$ cat config.mk
export PLATFORM = sky130hd
export DESIGN_NAME = seq_ctrl
export DESIGN_NICKNAME = d
export VERILOG_FILES = /design/src/rtl/seq_ctrl_pkg.sv /design/src/rtl/seq_phase_timer.sv /design/src/rtl/seq_ctrl.sv
export SDC_FILE = /design/constraint.sdc
export NUM_CORES = 1
export LEC_CHECK = 0
export ABC_CLOCK_PERIOD_IN_PS = 4420
export CELL_PAD_IN_SITES_DETAIL_PLACEMENT = 1
export CELL_PAD_IN_SITES_GLOBAL_PLACEMENT = 2
export CORE_AREA = 2 2 110 166
export CTS_BUF_LIST = sky130_fd_sc_hd__clkbuf_4
export CTS_CLUSTER_DIAMETER = 80
export CTS_CLUSTER_SIZE = 40
export DETAILED_ROUTE_END_ITERATION = 10
export DIE_AREA = 0 0 112 168
export PLACE_DENSITY = 0.82
export SYNTH_ARGS = -nofsm -noshare
export SYNTH_HDL_FRONTEND = slang
export SYNTH_SLANG_ARGS = --single-unit
$ cat constraint.sdc
create_clock -name clk -period 4.42 [get_ports clk]
set_input_delay 0.442 -clock clk [delete_from_list [all_inputs] [get_ports clk]]
set_output_delay 0.442 -clock clk [all_outputs]
set_load 0.02 [all_outputs]
$ cat src/rtl/seq_ctrl_pkg.sv
// -----------------------------------------------------------------------------
// seq_ctrl_pkg
// Shared types and defaults for the SAR ADC conversion sequencer.
//   state_t    : sequencer FSM states
//   *_DEF      : default widths for NBITS / TW / CW
//   phase_len  : maps a programmed phase length of 0 to 1 cycle
// -----------------------------------------------------------------------------
package seq_ctrl_pkg;

    localparam int NBITS_DEF = 12;
    localparam int TW_DEF    = 8;
    localparam int CW_DEF    = 16;

    typedef enum logic [2:0] {
        IDLE  = 3'd0,
        INIT  = 3'd1,
        SAMP  = 3'd2,
        CMP   = 3'd3,
        LOGIC = 3'd4
    } state_t;

    // A phase always lasts at least one cycle, so a zero field means 1.
    function automatic int unsigned phase_len(input int unsigned len);
        return (len == 0) ? 1 : len;
    endfunction

endpackage

$ cat src/rtl/seq_phase_timer.sv
// -----------------------------------------------------------------------------
// seq_phase_timer
// Loadable down-counter that times one sequencer phase.
//   clk, reset_b : clock, async active-low reset
//   load         : (re)start a phase; takes effect at the next edge
//   len          : phase length in cycles, must already be >= 1
//   last         : high during the final cycle of the current phase
// -----------------------------------------------------------------------------
module seq_phase_timer #(
    parameter int TW = 8
) (
    input  logic          clk,
    input  logic          reset_b,
    input  logic          load,
    input  logic [TW-1:0] len,
    output logic          last
);

    logic [TW-1:0] cnt_q;

    // The counter holds the number of cycles remaining after the current one,
    // so a phase of length L counts L-1 down to 0.
    always_ff @(posedge clk or negedge reset_b) begin
        if (!reset_b) begin
            cnt_q <= '0;
        end else if (load) begin
            // NOTE: sequential state uses non-blocking assignments so every
            // flop samples pre-edge values, independent of statement order.
            cnt_q <= len - TW'(1);
        end else if (cnt_q != '0) begin
            cnt_q <= cnt_q - TW'(1);
        end
    end

    assign last = (cnt_q == '0);

endmodule

$ cat src/rtl/seq_ctrl.sv
// -----------------------------------------------------------------------------
// seq_ctrl
// Programmable conversion sequencer for the SAR ADC core. Generates the
// INIT / SAMP / CMP / LOGIC strobes and assembles the serial comparator
// decisions into parallel result words.
//   clk, reset_b           : clock, async active-low reset
//   start                  : single-cycle burst request (ignored while busy)
//   abort                  : synchronous stop back to IDLE
//   cfg_t_init/samp/cmp/logic : phase lengths in cycles (0 treated as 1)
//   cfg_n_conv             : conversions per burst, 0 = continuous
//   comp_out               : comparator decision from the core
//   seq_init/samp/cmp/logic: sequencing strobes to the core
//   data_out, data_valid   : last completed result, one-cycle update pulse
//   busy                   : high in every state except IDLE
//   conv_cnt               : conversions completed in the current burst
// -----------------------------------------------------------------------------
module seq_ctrl
    import seq_ctrl_pkg::*;
#(
    parameter int NBITS = NBITS_DEF,
    parameter int TW    = TW_DEF,
    parameter int CW    = CW_DEF
) (
    input  logic             clk,
    input  logic             reset_b,
    input  logic             start,
    input  logic             abort,
    input  logic [TW-1:0]    cfg_t_init,
    input  logic [TW-1:0]    cfg_t_samp,
    input  logic [TW-1:0]    cfg_t_cmp,
    input  logic [TW-1:0]    cfg_t_logic,
    input  logic [CW-1:0]    cfg_n_conv,
    input  logic             comp_out,
    output logic             seq_init,
    output logic             seq_samp,
    output logic             seq_cmp,
    output logic             seq_logic,
    output logic [NBITS-1:0] data_out,
    output logic             data_valid,
    output logic             busy,
    output logic [CW-1:0]    conv_cnt
);

    localparam int            BW      = (NBITS > 1) ? $clog2(NBITS) : 1;
    localparam logic [BW-1:0] MSB_IDX = BW'(NBITS - 1);

    state_t           state_q, state_d;
    logic [BW-1:0]    bit_idx_q;
    logic [NBITS-1:0] shift_q;
    logic [NBITS-1:0] data_q;
    logic [CW-1:0]    cnt_q;
    logic [CW-1:0]    cnt_inc;

    // Shadow copies of the configuration, captured on an accepted start.
    logic [TW-1:0]    t_init_q, t_samp_q, t_cmp_q, t_logic_q;
    logic [CW-1:0]    n_conv_q;

    logic             init_q, samp_q, cmp_q, logic_q;
    logic             valid_q, busy_q;

    logic             phase_last;
    logic             timer_load;
    logic [TW-1:0]    len_raw;
    logic [TW-1:0]    timer_len;

    logic             start_acc, cmp_end, logic_end, conv_done, burst_end;

    // -------------------------------------------------------------------------
    // Next-state and phase-timer reload logic
    // -------------------------------------------------------------------------
    always_comb begin
        // NOTE: every signal gets a default first so no path leaves it
        // unassigned, which would otherwise infer a latch.
        state_d    = state_q;
        timer_load = 1'b0;
        len_raw    = '0;

        cnt_inc   = cnt_q + CW'(1);
        start_acc = (state_q == IDLE) && start && !abort;
        cmp_end   = (state_q == CMP) && phase_last && !abort;
        logic_end = (state_q == LOGIC) && phase_last && !abort;
        conv_done = logic_end && (bit_idx_q == '0);
        burst_end = conv_done && (n_conv_q != '0) && (cnt_inc == n_conv_q);

        if (abort) begin
            state_d = IDLE;
        end else begin
            unique case (state_q)
                IDLE: begin
                    if (start) begin
                        state_d    = INIT;
                        timer_load = 1'b1;
                        // Shadows load on this same edge, so use the live value.
                        len_raw    = cfg_t_init;
                    end
                end
                INIT: begin
                    if (phase_last) begin
                        state_d    = SAMP;
                        timer_load = 1'b1;
                        len_raw    = t_samp_q;
                    end
                end
                SAMP: begin
                    if (phase_last) begin
                        state_d    = CMP;
                        timer_load = 1'b1;
                        len_raw    = t_cmp_q;
                    end
                end
                CMP: begin
                    if (phase_last) begin
                        state_d    = LOGIC;
                        timer_load = 1'b1;
                        len_raw    = t_logic_q;
                    end
                end
                LOGIC: begin
                    if (phase_last) begin
                        timer_load = 1'b1;
                        if (bit_idx_q != '0) begin
                            state_d = CMP;
                            len_raw = t_cmp_q;
                        end else if (burst_end) begin
                            state_d = IDLE;
                        end else begin
                            state_d = INIT;
                            len_raw = t_init_q;
                        end
                    end
                end
                default: state_d = IDLE;
            endcase
        end

        timer_len = TW'(phase_len(32'(len_raw)));
    end

    seq_phase_timer #(
        .TW (TW)
    ) u_timer (
        .clk     (clk),
        .reset_b (reset_b),
        .load    (timer_load),
        .len     (timer_len),
        .last    (phase_last)
    );

    // -------------------------------------------------------------------------
    // FSM state, datapath and registered outputs
    // -------------------------------------------------------------------------
    always_ff @(posedge clk or negedge reset_b) begin
        if (!reset_b) begin
            state_q   <= IDLE;
            bit_idx_q <= '0;
            // NOTE: the shift register is reset like any other flop: its
            // contents reach data_out, so they must never be undefined.
            shift_q   <= '0;
            data_q    <= '0;
            cnt_q     <= '0;
            t_init_q  <= '0;
            t_samp_q  <= '0;
            t_cmp_q   <= '0;
            t_logic_q <= '0;
            n_conv_q  <= '0;
            init_q    <= 1'b0;
            samp_q    <= 1'b0;
            cmp_q     <= 1'b0;
            logic_q   <= 1'b0;
            valid_q   <= 1'b0;
            busy_q    <= 1'b0;
        end else begin
            state_q <= state_d;

            // Strobes follow the state being entered, so they are flop outputs
            // aligned with state_q.
            init_q  <= (state_d == INIT);
            samp_q  <= (state_d == SAMP);
            cmp_q   <= (state_d == CMP);
            logic_q <= (state_d == LOGIC);
            busy_q  <= (state_d != IDLE);
            valid_q <= 1'b0;

            if (start_acc) begin
                t_init_q  <= cfg_t_init;
                t_samp_q  <= cfg_t_samp;
                t_cmp_q   <= cfg_t_cmp;
                t_logic_q <= cfg_t_logic;
                n_conv_q  <= cfg_n_conv;
                bit_idx_q <= MSB_IDX;
                cnt_q     <= '0;
            end

            if (cmp_end) begin
                shift_q[bit_idx_q] <= comp_out;
            end

            if (logic_end) begin
                if (bit_idx_q != '0) begin
                    bit_idx_q <= bit_idx_q - BW'(1);
                end else begin
                    data_q    <= shift_q;
                    valid_q   <= 1'b1;
                    cnt_q     <= cnt_inc;
                    bit_idx_q <= MSB_IDX;
                end
            end
        end
    end

    assign seq_init   = init_q;
    assign seq_samp   = samp_q;
    assign seq_cmp    = cmp_q;
    assign seq_logic  = logic_q;
    assign data_out   = data_q;
    assign data_valid = valid_q;
    assign busy       = busy_q;
    assign conv_cnt   = cnt_q;

endmodule

Word-level counts from Yosys, hierarchy flattened --
Index checks and enable logic that the tools add are counted.
Word-level totals: memory bits (read-only) 0, bits in registers 109, logic and storage cells 92, memories kept 0, input port bits 53, memory bits (writable) 0, latch bits 0, output and inout port bits 34
Cells by class: multiplexer cells 36, order comparisons 2, eq/ne operators 9, shift operators 0, div/mod/pow operators 0, bitwise gates (word level) 1, add/sub/neg operators 4, reduce and logical (&&, ||, !) cells 23, multiply operators 0
Operators with widths (number):
- two-way mux 8 bit | 11
- two-way mux 16 bit | 3
- case mux 8 bit (5 select lines) | 1
- two-way mux 3 bit | 6
- adder 16 x 1 -> 16 bit (second input constant) | 1
- == test 16 bit | 1
- logical NOT 8 bit | 2
- nonzero test 16 bit | 1
- subtractor 8 x 1 -> 8 bit (second input constant) | 2
- case mux 3 bit (5 select lines) | 1
- bitwise mux 12 bit | 1
- == test 3 x 2 -> 1 bit (second input constant) | 4
- two-way mux 4 bit | 3
- logical AND 1 bit | 10
- nonzero test 8 bit | 1
- two-way mux 1 bit | 7
- == test 3 x 1 -> 1 bit (second input constant) | 2
- == test 3 bit (second input constant) | 2
- less-than comparator 4 x 5 -> 1 bit (second input constant) | 1
- demux 1 bit (select 4 bit) | 1
- >= comparator 4 x 1 -> 1 bit (second input constant) | 1
- logical NOT 4 bit | 1
- nonzero test 2 bit | 2
- nonzero test 4 bit | 1
- other kinds (9) | 9

Logic depth before layout (Yosys ltp) --
depth after elaboration 15, mapped depth 15, mapped depth without buffers 14

Cells and area by module --
A second synthesis with hierarchy kept.
Second synthesis, totals: cells, all modules 554, area, all modules 5723.0 um2
Modules (own cells, without submodules):
- seq_ctrl | area an instance 5121.2 um2, seq. area each 2527.4 um2, cells an instance 494, times used 1
- seq_phase_timer | area an instance 601.8 um2, seq. area each 200.2 um2, cells an instance 60, times used 1

Worst setup path before layout --
Ideal clock, no wire load.
path kind flip-flop to flip-flop, start register cnt_q[0] (netlist: conv_cnt[0]), end register u_timer.cnt_q[5], library setup time 0.066 ns, path slack 1.020 ns, stages on the path, launching flop included 12, buffers on the path 0, period minus slack after synthesis 3.400 ns, data required time 4.354 ns, arrival 3.334 ns, cell sequence dfrtp_1 -> ha_1 -> nand4_1 -> nor4_1 -> xnor2_1 -> nand4_1 -> nor4_4 -> nand4b_2 -> a31o_1 -> or3_1 -> or4_1 -> nand2_1
On the way: word-level cells in the longest chain between the ends 12
RTL lines:
- start: declaration | RTL line seq_ctrl.sv:51 | logic [CW-1:0] cnt_q;
- start signal: assignment | RTL line seq_ctrl.sv:204 | cnt_q <= cnt_inc;
- adder 16 x 1 -> 16 bit (*) | RTL line seq_ctrl.sv:78 | cnt_inc = cnt_q + CW'(1);
- == test 16 bit (*) | RTL line seq_ctrl.sv:83 | burst_end = conv_done && (n_conv_q != '0) && (cnt_inc == n_conv_q);
- logical AND 1 bit (*) | RTL line seq_ctrl.sv:83
- two-way mux 8 bit (*) | RTL line seq_ctrl.sv:124 | end else if (burst_end) begin
- two-way mux 8 bit (*) | RTL line seq_ctrl.sv:121 | if (bit_idx_q != '0) begin
- two-way mux 8 bit (*) | RTL line seq_ctrl.sv:119 | if (phase_last) begin
- case mux 8 bit (5 select lines) (*) | RTL line seq_ctrl.sv:88 | unique case (state_q)
- two-way mux 8 bit (*) | RTL line seq_ctrl.sv:85 | if (abort) begin
- logical NOT 8 bit | RTL line seq_ctrl_pkg.sv:24 | return (len == 0) ? 1 : len;
- two-way mux 8 bit (*) | RTL line seq_ctrl_pkg.sv:24
- subtractor 8 x 1 -> 8 bit (*) | RTL line seq_phase_timer.sv:29 | cnt_q <= len - TW'(1);
- two-way mux 8 bit (*) | RTL line seq_phase_timer.sv:26 | end else if (load) begin
- end signal: assignment | RTL line seq_phase_timer.sv:29
- end signal: assignment | RTL line seq_phase_timer.sv:31 | cnt_q <= cnt_q - TW'(1);
- end: declaration | RTL line seq_phase_timer.sv:19 | logic [TW-1:0] cnt_q;
Mark *: on every way between the ends. The rest lies on a longest branch, timed or not. A chain may end at the register's enable or synchronous reset.

Worst setup path after layout --
Ends and elaborated chain as after synthesis.

==> out/qor.txt <==
Synth unique cells -> 65
# DRC -> 0
Global-route wire length before repair -> 28.86 mm
CP required -> 4870 ps
Antenna Nets Post-Route -> 0
Largest net degree at the start of global routing -> 79
1st-pass router iterations -> 4
Crit end category -> flop
Sequential cell area -> 2728 sq um
Simple-Gate Fraction of Synth Area -> 29.68%
Clock Tree Root -> clkbuf_4
CP Data Arrival Time -> 4280 ps
TritonCTS clock tree -> built
Die ar. -> 18820 sq um
Largest family of logic cells by synthesized area -> simple AND/OR/NAND/NOR gates
Clock slew at reported path FFs -> 180 ps
WP buf/inv -> 0
Rows -> 60
Most frequent cell after synthesis -> nand2_1
Yosys reg bits -> 109
Die X -> 112 um
Leakage -> 0.003120 uW
Peak supply drop -> 0.0001189 V
DP HPWL -> 13.27 mm
Core ar. -> 17570 sq um
Slowest stage delay, CP -> 570 ps
Area Growth Syn to Fin -> 20.27%
Fmax -> 261.5 MHz
Clk buf depth -> 2
CP Launch Type -> flop
Initial Utilization -> 33.14%
Total power divided by cell area -> 316.3 nW/um^2
Worst slew margin -> 30.06%
Max Cap Violations -> 0
Share of cells above drive strength 1 -> 7.256%
Drt initial violations -> 257
Post-CTS Setup Bufs -> 0
CP cell instances -> ha_1, nand4_1, nor4_1, xnor2_1, nand4_1, nor4_4, nand4b_2, a31o_1, or3_1, or4_1, nand2_1
Period minus WS final -> 3825 ps
Syn Area/Cell -> 8.536 sq um
Clock latency on the worst-skew pair -> 500 ps
Overflow after GRT -> 0
Proportion of netlist area held by the largest area contributor -> 46.85%
Placed cells -> 960
WS Path Type -> reg2reg
Fin Setup TNS -> 0 ps
Max stage delay cell, worst path -> nor4_1
Post-synthesis mux area share -> 3.374%
Setup violators final -> 0
Htree depth -> 3
Post-Synth Adder-Cell Area -> 1.289%
Post-CTS sizing -> 0
Cts hold-fix bufs -> 0
XOR/XNOR Fraction of Synth Area -> 4.363%
Clk_skew -> 30.16 ps
Multi-input logic area -> 2914 sq um
Register area share after synthesis -> 46.85%
I/O Buffers -> 86
RSZ-0062 raised after global routing -> no
Clock sinks -> 109
Vias per inst -> 5.329
Crit-path max FO -> 8
CTS buffer count -> 9
Min-delay worst type -> in2async
Final WL -> 17.72 mm
EDFF count, synth -> 0
Initial antenna violation count -> 1
Slew @ Worst Pin -> 1049 ps
Synth area leader -> dfrtp_1
Synth top area cells -> dfrtp_1 47%, nand2_1 15%, o21ai_0 3.4%, xnor2_1 3.3%, mux2_2 2.5%
Synth top cells by count -> 236 x nand2_1, 109 x dfrtp_1, 39 x o21ai_0, 38 x nor2_1, 27 x clkbuf_1
Main flop type after synthesis -> dfrtp_1
Status -> complete, no violations
Die H -> 168 um
Hold Fails Final Rpt -> 0
Synth async-reset ratio -> 100.0%
Mapped Cells -> 682
Final net count -> 813
Fillers -> 2134
Fin crit share -> 86.53%
Final cell count without fillers -> 976
CP top delay family -> simple AND/OR/NAND/NOR gates
Synth Area in Compound Gates -> 11.24%
Synth warn -> 0
GRT Overall Usage -> 19.34%
Max-slew violation count -> 0
Wirelength per Cell -> 18.16 um
Num ports -> 87
Critical Path Most Common Cell -> nand4_1
Gpl congestion -> 0.9195
Vias in the first global route -> 5475
Vias -> 5201
Mapped Area -> 5822 sq um
Mapped Nets -> 741
-- final cells by class --
type,count,area share [%]
Antenna cell,1,0.03574
Clock buffer,11,1.179
Clock inverter,4,0.3574
Inverter,10,0.5361
Multi-Input combinational cell,527,41.62
Sequential cell,109,38.96
Tap cell,217,3.878
Timing Repair Buffer,97,13.44
-- logic make-up after synthesis --
kind of cell,count (synthesis)
buf+inv,46
mux,18
simple gates,375
compound gates,99
fa+ha+maj,6
xor+xnor,29
flops,109
-- placed cells by master (no fill, tap or decap), drive strengths merged, types with 3 or more instances in the layout --
cell type      synthesis  layout
a222oi                 3       3
mux2                  13      13
nor3b                  7       7
nand3                 18      18
nor4                  13      13
xnor2                 22      22
a31o                   5       5
a31oi                  5       5
nor3                  16      16
clkbuf                27      11
clkinv                 1       3
a21oi                 14      14
a22o                   5       5
or4                    4       4
nand2b                 5       5
ha                     6       6
o31ai                  3       3
xor2                   7       7
buf                    9      12
nand4                 11      11
and2                   5       5
nand2                236     236
mux2i                  5       5
nor2b                 11      11
clkdlybuf4s50          0      85
dfrtp                109     109
inv                    9      10
a311o                  3       3
o21ai                 41      41
nor2                  38      38
-- worst paths after layout --
kind	slack [ps]	startpoint	end	depth (start not counted)
setup / recovery	600	conv_cnt[0]$_DFF_PN0_	u_timer.cnt_q[5]$_DFFE_PN0P_	11
hold / removal	100	reset_b	t_cmp_q[5]$_DFFE_PN0P_	1
setup reg to reg	600	conv_cnt[0]$_DFF_PN0_	u_timer.cnt_q[5]$_DFFE_PN0P_	11
hold reg to reg	480	data_out[5]$_DFFE_PN0P_	data_out[5]$_DFFE_PN0P_	2
max in group asynchronous	3220	reset_b	t_logic_q[6]$_DFFE_PN0P_	2
min in group clk	440	cfg_t_samp[6]	t_samp_q[6]$_DFFE_PN0P_	3
-- state kept, by name, indices dropped and copies added (netlist names), 12 cells and up --
register  flops
shift_q      12
conv_cnt     16
data_out     12
n_conv_q     16
-- metal layers --
layer	part of all wire, %	vias to the layer above	global-route usage, %
met4	2.8	0	8.643
met3	3.2	32	2.844
met1	41	2590	22.23
met2	53	112	35.34
met5	0	-	0
li1	-	2467	-
-- report_power, final --
group | leakage [uW] | switching [uW] | total, uW | internal, uW
logic | 0.00164 | 287 | 513 | 226
registers | 0.00141 | 118 | 1240 | 1120
clock network | 0.0000608 | 339 | 464 | 125
total | 0.00312 | 744 | 2210 | 1470
-- per-stage QoR --
stage / util, % / power (uW) / instance area (sq um) / worst slack [ps] / hold slack [ps]
floorplan: - / 1541 / 5822 / 1020 / 146.4
global placement: 39.23 / 1759 / 6892 / 823.3 / 452.0
detailed placement: 39.23 / 1774 / 6892 / 576.6 / 458.2
CTS: 39.84 / 2240 / 6999 / 542.3 / 133.1
global route: 39.86 / 2347 / 7002 / 285.6 / 161.4
finish: 39.86 / 2214 / 7002 / 595.4 / 95.11
Note: power is estimated with default switching activity, not from simulation.
==> RTL change 1: new RTL, same flow settings <==
`NBITS_DEF`: 12 -> 18.
--- a/src/rtl/seq_ctrl_pkg.sv
+++ b/src/rtl/seq_ctrl_pkg.sv
@@ -7,7 +7,7 @@
 // -----------------------------------------------------------------------------
 package seq_ctrl_pkg;
 
-    localparam int NBITS_DEF = 12;
+    localparam int NBITS_DEF = 18;
     localparam int TW_DEF    = 8;
     localparam int CW_DEF    = 16;
 
Interface: changed (resized data_out); port bits go from 87 to 93. No check against the original RTL was run, so the function may have changed too.
==> RTL change 1 against the original RTL <==
Sequential cell count increased by 13. Worst setup slack worse by 0.28 ns. Cell area rose by 11%. Cell count increased by 6.0%. Routed wire length rose by 7.4%. Synthesized area is 8.4% higher. Synthesized cell count increased by 5.4%. Total power increased by 26%. Combinational power increased by 5.1%. Worst hold slack better by 0.31 ns.
==> RTL change 1: results (changes against the original RTL) <==
TIMING.RR.START='conv_cnt[1]$_DFF_PN0_'  # was conv_cnt[0]$_DFF_PN0_
CTS.CLK_SLEW.WORST_PATHS_NS=0.11  # was 0.18 ns
MET3_WIRELENGTH_UM=645  # was 573 um
COUNT_OF_BUFFERS_FROM_PORT_BUFFERING=92  # was 86
SKEW_NS=0.0183  # was 0.0302 ns
GRT_MAX_DEGREE=60  # was 79
DRT_FIRST_ITER_VIOLATIONS=194  # was 257
POST_SYNTH.CELL_AREA_AVG_UM2=8.78  # was 8.54 um^2
MET1WIRELENGTH_UM=7680  # was 7230 um
P_LEAK_nW=3.56  # was 3.12 nW
WORSTPATHMAXFANOUT=7  # was 8
FINAL_CELLS=1035  # was 976
YS_TYPES=59  # was 65
GLOBAL_ROUTE.USAGE.TOTAL=0.213  # was 0.193
FIRST_PASS_ITERS=5  # was 4
CPMAXSTAGEDELAYCELL='or4_1'  # was nor4_1
MAX_STAGE_DELAY_NS=0.69  # was 0.57 ns
PLACEDINSTANCEAREA_MM2=0.00746  # was 0.00689 mm^2
TOTAL_LENGTH_OF_ROUTED_MET2_WIRES_UM=10100  # was 9420 um
OUTCOME='finished, final reports clean'  # unchanged
FF2FF_SETUP_SLACK_NS=0.32  # was 0.60 ns
WORST-R2R-CELL-COUNT=13  # was 11
DRIVE_ABOVE_1_SHARE=0.0930  # was 0.0726
ROUTE.DETAILED.WL_PER_INST_UM=18.4  # was 18.2 um
FIN_WORST_HOLD_SLACK_NS=0.401  # was 0.0951 ns
FIRST_PASS_GRT_WIRE_LENGTH_UM=31500  # was 28900 um
GP_CONGESTION=0.901  # was 0.920
SYNTH_TOP_CELLS_BY_AREA='dfrtp_1 (48%), nand2_1 (13%), mux2_2 (3.9%)'  # was dfrtp_1 (47%), nand2_1 (15%), o21ai_0 (3.4%)
SYNTH-SEQ-AREA-SHARE=0.484  # was 0.469
CTS_BUFFERS=17  # was 9
DP_WORST_SETUP_SLACK_NS=0.196  # was 0.577 ns
==> RTL change 1: cell count changes after synthesis, sizes merged, moves of 5 or more <==
cell | before | now
dfrtp | 109 | 122
nand3 | 18 | 11
nand2 | 236 | 223
nor3b | 7 | 0
xnor2 | 22 | 17
o31ai | 3 | 13
mux2 | 13 | 24
clkbuf | 27 | 33
nor2 | 38 | 58
==> RTL change 1: how the worst max path moves through the flow <==
| stage | end | cells past startpoint | start |
|---|---|---|---|
| final | u_timer.cnt_q[4]$_DFFE_PN0P_ | 13 | conv_cnt[1]$_DFF_PN0_ |
| after global placement | u_timer.cnt_q[4]$_DFFE_PN0P_ | 13 | conv_cnt[0]$_DFF_PN0_ |
| after detailed placement | u_timer.cnt_q[4]$_DFFE_PN0P_ | 13 | conv_cnt[0]$_DFF_PN0_ |
| after global routing | u_timer.cnt_q[4]$_DFFE_PN0P_ | 13 | conv_cnt[1]$_DFF_PN0_ |
| after floorplan | u_timer.cnt_q[4]$_DFFE_PN0P_ | 15 | conv_cnt[0]$_DFF_PN0_ |
| after CTS | u_timer.cnt_q[4]$_DFFE_PN0P_ | 13 | conv_cnt[0]$_DFF_PN0_ |
==> RTL change 1: area by class of cell <==
class | count | area [um^2]
Clock buffer | 17 | 128
Tap cell | 217 | 272
Fill cell | 2099 | 9770
Antenna cell | 1 | 2.50
Inverter | 12 | 45.0
Sequential cell | 122 | 3050
Clock inverter | 14 | 180
Multi-Input combinational cell | 544 | 3070
Timing Repair Buffer | 108 | 1040
==> RTL change 1: kinds of logic (layout without fill, tap and decap cells) <==
| logic type | Yosys count | after routing | share of synthesized area |
|---|---|---|---|
| AND/OR/NAND/NOR | 377 | 377 | 0.268 |
| other | 0 | 1 | 0 |
| XOR/XNOR | 25 | 25 | 0.0347 |
| AO/OA/AOI/OAI | 104 | 104 | 0.112 |
| flip-flops | 122 | 122 | 0.484 |
| buffers and inverters | 53 | 151 | 0.0333 |
| multiplexers | 31 | 31 | 0.0545 |
| adder cells (fa/ha/maj) | 7 | 7 | 0.0139 |
==> RTL change 1: per-layer routing <==
| layer | vias to the layer above | global-route usage |
|---|---|---|
| met5 | - | 0 |
| met2 | 140 | 0.382 |
| met3 | 44 | 0.0364 |
| met1 | 2714 | 0.248 |
| met4 | 0 | 0.0928 |
| li1 | 2629 | - |
==> RTL change 1: power breakdown <==
group,internal [mW],switching (mW),leakage [nW]
Combinational,0.249,0.290,1.80
Sequential,1.24,0.125,1.60
Clock,0.437,0.446,0.154
==> RTL change 1: timing repair <==
item,in CTS,in global routing
endpoints found under the setup margin,0,3
resized for setup,0,4
hold buffers,1,0
hold endpoints to repair,48,0
==> RTL change 2: new RTL, config.mk and constraints unchanged <==
Made on the original files. The 5 states of `state_t` get a Gray code encoding in 3 bits.
--- a/src/rtl/seq_ctrl_pkg.sv
+++ b/src/rtl/seq_ctrl_pkg.sv
@@ -12,11 +12,11 @@
     localparam int CW_DEF    = 16;
 
     typedef enum logic [2:0] {
-        IDLE  = 3'd0,
-        INIT  = 3'd1,
-        SAMP  = 3'd2,
-        CMP   = 3'd3,
-        LOGIC = 3'd4
+        IDLE  = 3'b000,
+        INIT  = 3'b001,
+        SAMP  = 3'b011,
+        CMP   = 3'b010,
+        LOGIC = 3'b110
     } state_t;
 
     // A phase always lasts at least one cycle, so a zero field means 1.
Function: no difference found for any inputs over 10 cycles, from zero or initial values and one cycle with reset_b low; not proved beyond that.
==> RTL change 2 against the original RTL <==
Total power is 3.8% higher. Cell area down 0.84%. Via count down 5.3%. Synthesized cell count decreased by 4.3%. Non-clock buffer count down 3. Die area did not move. Routed wire length fell by 5.4%. Worst setup slack gained 0.33 ns. Synthesized area down 1.0%. Sequential cell count unchanged. Critical path depth grew 2.
==> RTL change 2: results (changes against the original RTL) <==
OUTCOME='finished, final reports clean'  # unchanged
GROUTE.LAYER.MET3.USAGE=0.0227  # was 0.0284
SYNTH_XOR_AREA_FRAC=0.0408  # was 0.0436
TOTAL_LENGTH_OF_ROUTED_MET2_WIRES_UM=8870  # was 9420 um
GLOBALROUTEMET2UTIL=0.340  # was 0.353
SYNTH_MUX_AREA_FRAC=0.0330  # was 0.0337
SYNTH_TOP_CELLS_BY_AREA='dfrtp_1 (47%), nand2_1 (14%), xnor2_1 (2.6%)'  # was dfrtp_1 (47%), nand2_1 (15%), o21ai_0 (3.4%)
DRT_WL_TOTAL_UM=16800  # was 17700 um
GP_CONGESTION=0.862  # was 0.920
FINAL_CELLS=946  # was 976
MET3_WIRELENGTH_UM=448  # was 573 um
NUM-FILL-CELLS=2122  # was 2134
NUM_VIAS=4923  # was 5201
FIRST_PASS_GRT_WIRE_LENGTH_UM=27900  # was 28900 um
COMPOUND_GATE_FRACTION_OF_SYNTH_AREA=0.123  # was 0.112
SYNTH-SEQ-AREA-SHARE=0.473  # was 0.469
GR-USAGE-MET1=0.212  # was 0.222
YOSYS-TOP-CELLS-COUNT='nand2_1 (220), dfrtp_1 (109), nor2_1 (30)'  # was nand2_1 (236), dfrtp_1 (109), o21ai_0 (39)
FINAL_NETS=784  # was 813
POST_SYNTH_FA_HA_MAJ_AREA_FRACTION=0.0152  # was 0.0129
WORST_SETUP_PATH_ENDPOINT='u_timer.cnt_q[4]$_DFFE_PN0P_'  # was u_timer.cnt_q[5]$_DFFE_PN0P_
DP_WORST_SETUP_SLACK_NS=0.943  # was 0.577 ns
DP_HPWL_UM=12400  # was 13300 um
WORST-R2R-CELL-COUNT=13  # was 11
SYNTH.NET_COUNT=713  # was 741
GLOBAL_ROUTE.USAGE.TOTAL=0.186  # was 0.193
CRITICAL_PATH.REG2REG.ENDPOINT='u_timer.cnt_q[4]$_DFFE_PN0P_'  # was u_timer.cnt_q[5]$_DFFE_PN0P_
MET1WIRELENGTH_UM=6860  # was 7230 um
NUMBER_OF_GLOBAL_ROUTE_VIAS_BEFORE_REPAIR=5355  # was 5475
SYNTHESIS.INSTANCES=653  # was 682
DRT_FIRST_ITER_VIOLATIONS=180  # was 257
PLACED_CELLS=930  # was 960
-- RTL change 2: cell types whose count changed after synthesis, moves of 6 or more --
cell	change
mux2_2	-6
nor2_1	-8
nand2_1	-16
o21ai_1	+7
o21ai_0	-10
nor3_1	-8
-- RTL change 2: stage by stage --
stage	hold slack, ns	area [um^2]
6_report	0.0540	6940
5_1_grt	0.125	6940
4_1_cts	0.0773	6940
3_5_place_dp	0.457	6820
3_3_place_gp	0.449	6820
2_1_floorplan	0.146	5760
-- RTL change 2: layout make-up --
cell class              count  area share
multi-input cells         497       0.411
repair buffers             94       0.132
flip-flops and latches    109       0.393
inverters                  13     0.00703
diodes                      2    0.000721
well taps                 217      0.0391
clock buffers               9     0.00973
clock inverters             5     0.00775
-- RTL change 2: power breakdown --
group / total, mW / switching, mW / internal (mW) / leakage, nW
clock: 0.504 / 0.341 / 0.164 / 0.0613
sequential: 1.25 / 0.130 / 1.12 / 1.41
combinational: 0.545 / 0.310 / 0.235 / 1.62
total: 2.30 / 0.780 / 1.52 / 3.10
